--- src/rtl/bus_select_reg.sv ---
// Registered N-channel bus selector with a latched select, capture enable,
// out-of-range flagging and an auto-incrementing scan mode for sweeping sources.
module bus_select_reg #(
    parameter int WIDTH    = 16,
    parameter int CHANNELS = 8,
    parameter int SEL_W    = 3
) (
    input  logic                      clk,
    input  logic                      rst,
    input  logic [CHANNELS*WIDTH-1:0] din,
    input  logic [SEL_W-1:0]          sel,
    input  logic                      sel_ld,
    input  logic                      mode,
    input  logic                      en,
    output logic [WIDTH-1:0]          dout,
    output logic [SEL_W-1:0]          dout_sel,
    output logic                      dout_valid,
    output logic                      sel_err,
    output logic                      scan_wrap
);

    typedef enum logic {
        ST_DIRECT = 1'b0,
        ST_SCAN   = 1'b1
    } state_t;

    // One extra bit so CHANNELS == 2**SEL_W still compares correctly.
    localparam logic [SEL_W:0]   NUM_CH   = (SEL_W+1)'(CHANNELS);
    localparam logic [SEL_W-1:0] LAST_IDX = SEL_W'(CHANNELS - 1);

    state_t             state_q, state_d;
    logic [SEL_W-1:0]   sel_reg_q, sel_reg_d;
    logic [SEL_W-1:0]   scan_ptr_q, scan_ptr_d;
    logic [WIDTH-1:0]   dout_q, dout_d;
    logic [SEL_W-1:0]   dout_sel_q, dout_sel_d;
    logic               dout_valid_q, dout_valid_d;
    logic               sel_err_q, sel_err_d;
    logic               scan_wrap_q, scan_wrap_d;

    logic [SEL_W-1:0]   idx;
    logic               idx_oor;
    logic               idx_last;
    logic [WIDTH-1:0]   chan_data;

    always_comb begin
        if (sel_ld) begin
            idx = sel;
        end else if (state_q == ST_SCAN) begin
            idx = scan_ptr_q;
        end else begin
            idx = sel_reg_q;
        end
        idx_oor  = ({1'b0, idx} >= NUM_CH);
        idx_last = (idx == LAST_IDX);
    end

    // Decoded mux: an index with no matching channel leaves the data at zero.
    always_comb begin
        chan_data = '0;
        for (int k = 0; k < CHANNELS; k++) begin
            if (idx == SEL_W'(k)) begin
                chan_data = din[k*WIDTH +: WIDTH];
            end
        end
    end

    always_comb begin
        state_d      = state_q;
        sel_reg_d    = sel_reg_q;
        scan_ptr_d   = scan_ptr_q;
        dout_d       = dout_q;
        dout_sel_d   = dout_sel_q;
        dout_valid_d = 1'b0;
        sel_err_d    = sel_err_q;
        scan_wrap_d  = 1'b0;

        if (state_q == ST_DIRECT) begin
            if (sel_ld) begin
                sel_reg_d = sel;
            end
            if (mode) begin
                state_d    = ST_SCAN;
                scan_ptr_d = idx;
            end else if (en) begin
                dout_d       = chan_data;
                dout_sel_d   = idx;
                dout_valid_d = 1'b1;
                sel_err_d    = idx_oor;
            end
        end else begin
            // Mode-change edges never capture; they only switch state.
            if (!mode) begin
                state_d = ST_DIRECT;
                if (sel_ld) begin
                    scan_ptr_d = sel;
                end
            end else if (en) begin
                dout_d       = chan_data;
                dout_sel_d   = idx;
                dout_valid_d = 1'b1;
                sel_err_d    = idx_oor;
                scan_wrap_d  = idx_last;
                scan_ptr_d   = (idx_oor || idx_last) ? '0 : idx + 1'b1;
            end else if (sel_ld) begin
                scan_ptr_d = sel;
            end
        end
    end

    always_ff @(posedge clk or posedge rst) begin
        if (rst) begin
            state_q      <= ST_DIRECT;
            sel_reg_q    <= '0;
            scan_ptr_q   <= '0;
            dout_q       <= '0;
            dout_sel_q   <= '0;
            dout_valid_q <= 1'b0;
            sel_err_q    <= 1'b0;
            scan_wrap_q  <= 1'b0;
        end else begin
            state_q      <= state_d;
            sel_reg_q    <= sel_reg_d;
            scan_ptr_q   <= scan_ptr_d;
            dout_q       <= dout_d;
            dout_sel_q   <= dout_sel_d;
            dout_valid_q <= dout_valid_d;
            sel_err_q    <= sel_err_d;
            scan_wrap_q  <= scan_wrap_d;
        end
    end

    assign dout       = dout_q;
    assign dout_sel   = dout_sel_q;
    assign dout_valid = dout_valid_q;
    assign sel_err    = sel_err_q;
    assign scan_wrap  = scan_wrap_q;

endmodule

--- config.mk ---
export PLATFORM = sky130hd
export DESIGN_NAME = bus_select_reg
export DESIGN_NICKNAME = d
export VERILOG_FILES = /design/src/rtl/bus_select_reg.sv
export SDC_FILE = /design/constraint.sdc
export NUM_CORES = 1
export LEC_CHECK = 0
export CAP_MARGIN = 5
export CORE_ASPECT_RATIO = 0.5
export CORE_MARGIN = 5
export CORE_UTILIZATION = 39
export DETAILED_ROUTE_END_ITERATION = 12
export PLACE_DENSITY = 0.89
export SYNTH_ARGS = -nofsm -noshare
export SYNTH_HDL_FRONTEND = slang
export SYNTH_SLANG_ARGS = --single-unit
--- constraint.sdc ---
create_clock -name clk -period 3.15 [get_ports clk]
set_input_delay 0.63 -clock clk [delete_from_list [all_inputs] [get_ports clk]]
set_output_delay 0.63 -clock clk [all_outputs]
set_load 0.02 [all_outputs]
==> results.txt <==
Status = complete, no violations
GP Congestion = 0.8539
Peak Freq = 0.3374 GHz
FILL cells = 578
Slowest stage delay, CP = 430 ps
Final Power = 0.001822 W
Commonest cells post-synth = nand2_1, a21oi_1, nor2_1
Clk buf depth = 2
Final worst-path cycle share = 94.09%
Share of layout cells above drive strength 1 = 12.03%
Final clock skew = 2.874 ps
Slew @ Worst Pin = 756.2 ps
RR Endpoint = dout[9]$_DFFE_PP0P_
Die area = 8861 sq um
Root Driver = clkbuf_16
Synth Cell Area = 2725 sq um
Layout area overhead = 63.09%
Detailed Routing Iterations Pass 1 = 5
Global Route Usage Sum = 23.14%
TritonCTS Sinks = 28
#FFs+latches synth = 28
Post-synthesis async set-or-reset flop share = 100.0%
Slowest cell on the critical path = clkdlybuf4s50_1
Seq/Total Area, Yosys = 25.71%
Post-layout minimum cycle time = 2964 ps
Die width = 128.2 microns
Final WL = 10430 microns
WP data required = 3300 ps
CP dominant cell by count = ha_1
H-tree levels = 1
Setup bufs post-CTS = 0
Worst Hold Class = flop to flop
RSZ-0062 raised after global routing = no
Synth area leaders = dfrtp_1, a21oi_1, nand2_1, o221ai_2, a221oi_1
Syn nets = 479
Post-DRT Antenna Nets = 0
End of the critical path = dout[9]$_DFFE_PP0P_
Initial cell density of the core = 40.51%
Max Cap Viol = 0
Crit Path Class = primary input to flop
Total placed instance area = 4328 sq um
Number of global-route vias before repair = 3382
Initial antenna violation count = 0
Worst reg2reg setup slack = 410 ps
Drt wl/cell = 18.17 microns
PwrDens = 409.9 nW/um^2
TritonCTS clock tree = done
Cells after Synth = 336
Synth warn = 0
HPWL after detailed placement = 8248 microns
Vias per cell = 5.561
Worst-path fanout max = 15
Synth Flop Type = dfrtp_1
Max-Slew Margin vs Limit = 49.36%
Gr ovfl total = 0
Core Box Area = 6726 sq um
1st-iter DRT viols = 258
# setup viols final = 0
Most numerous cell in the Yosys netlist = nand2_1
Register-to-Register Path Depth = 10
Clock slew at reported path FFs = 70 ps
Mean Syn Cell Area = 8.110 sq um
Worst vdd ir = 0.0002620 V
Num rows = 21
Worst flop-to-flop path startpoint = state_q$_DFF_PP0_
CTS Buf Count = 3
Synth area leader = dfrtp_1
Max-slew violation count = 0
Die height = 69.11 microns
Via Count = 3192
DRC Markers = 0
Final Core Density = 66.07%
Synth unique cells = 48
I/O pins = 158
CP Capture Type = flop
Hold Fails Final Rpt = 0
Share of the synthesized area in the top cell type = 25.71%
Fin nets = 626
Sequence of cells on the critical path = clkdlybuf4s50_1 -> inv_2 -> mux2i_1 -> inv_1 -> buf_4 -> ha_1 -> ha_1 -> and3_2 -> o21a_1 -> a211oi_1 -> o22ai_1
Global-route wire length before repair = 16700 microns
Startpoint Class = primary input
Crit path DAT = 3110 ps
Number of diodes = 0
P_leak = 1.751 nW
Number of port buffers = 156
EDFF count, synth = 0
Largest net degree at the start of global routing = 34
Fin area = 4444 sq um
Clk Latency, worst-skew pair = 270 ps
Critical path origin = sel_ld
-- what timing repair did --
action                     in CTS  in global routing
setup endpoints to repair      16                  5
cloned                          0                  0
gates resized for setup         1                  2
hold buffers                    0                  0
-- report_power, final --
part | internal [W] | switching (W) | total (W)
Sequential | 0.000435 | 0.0000469 | 0.000482
Clock | 0.000254 | 0.000136 | 0.000390
Combinational | 0.000478 | 0.000472 | 0.000950
Total | 0.00117 | 0.000655 | 0.00182
-- cell families (layout without fill, tap and decap cells) --
group | after synthesis | count (layout) | share of synthesized area [%]
and+or+nand+nor | 87 | 87 | 13.96
xor gates and xnor gates | 1 | 1 | 0.3215
muxes | 10 | 10 | 4.086
AOI/OAI and AO/OA | 145 | 145 | 40.31
adders and majority gates | 7 | 7 | 3.214
DFF | 28 | 28 | 25.71
buffers and inverters | 57 | 203 | 12.26
other | 1 | 1 | 0.1376
-- critical path, delay by kind of cell --
kind                     cells  cell delay [ps]
AO/OA/AOI/OAI                3              650
adder cells (fa/ha/maj)      2              440
buffers and inverters        4              770
multiplexers                 1              320
AND/OR/NAND/NOR              1              330
-- state kept, by name (all words and copies together) (netlist names) --
| register | flops |
|---|---|
| scan_ptr_q | 3 |
| sel_reg_q | 3 |
| dout_sel | 3 |
| dout | 16 |
| scan_wrap | 1 |
| state_q | 1 |
| dout_valid | 1 |
-- how the worst min path moves through the flow --
| stage | from | to | slack [ps] | depth (start not counted) |
|---|---|---|---|---|
| floorplan | scan_ptr_q[1]$_DFFE_PP0P_ | scan_ptr_q[1]$_DFFE_PP0P_ | 470 | 2 |
| global placement | dout_sel[2]$_DFFE_PP0P_ | dout_sel[2]$_DFFE_PP0P_ | 460 | 2 |
| detailed placement | dout_sel[2]$_DFFE_PP0P_ | dout_sel[2]$_DFFE_PP0P_ | 480 | 2 |
| CTS | dout_sel[2]$_DFFE_PP0P_ | dout_sel[2]$_DFFE_PP0P_ | 500 | 2 |
| global route | dout_sel[2]$_DFFE_PP0P_ | dout_sel[2]$_DFFE_PP0P_ | 540 | 2 |
| finish | dout_sel[2]$_DFFE_PP0P_ | dout_sel[2]$_DFFE_PP0P_ | 490 | 2 |
-- per-stage QoR --
stage	hold slack (ps)	setup WS [ps]	std cells	TNS, ps
global placement	464.8	-266.3	570	-3459
detailed placement	480.6	-366.5	570	-5146
finish	488.8	186.3	574	0
global route	537.3	21.47	574	0
floorplan	473.9	504.8	336	0
CTS	496.9	103.4	574	0
-- cells in the final DEF, fill, tap and decap left out, drive strengths merged, types with 4 or more instances in the layout --
master and count:
o21a 16, nand2 42, a21oi 35, dfrtp 28, buf 19, o221ai 16
a211oi 16, nor2 36, clkdlybuf4s50 156, mux2i 4, mux2 6, ha 7
o22ai 16, a221oi 16, inv 23, o21ai 7, a31oi 17
-- per-layer routing --
metal  vias up  track usage (%)  part of all wire (%)  wire length [microns]
li1       1533                -                     -                      -
met1      1509            25.23                    37                   3897
met2       130            45.01                    55                   5728
met3        20            4.938                   5.8                    608
met4         0            5.647                   1.9                    198
met5         -                0                     0                      0
-- final cells by class --
type / count / area [sq um] / area share (%)
Timing Repair Buffer: 175 / 1729 / 38.91
Multi-Input combinational cell: 251 / 1704 / 38.34
Sequential cell: 28 / 700.7 / 15.77
Tap cell: 92 / 115.1 / 2.590
Inverter: 24 / 90.09 / 2.027
Clock buffer: 3 / 75.07 / 1.689
Clock inverter: 1 / 30.03 / 0.6757
Note: power is estimated with default switching activity, not from simulation.
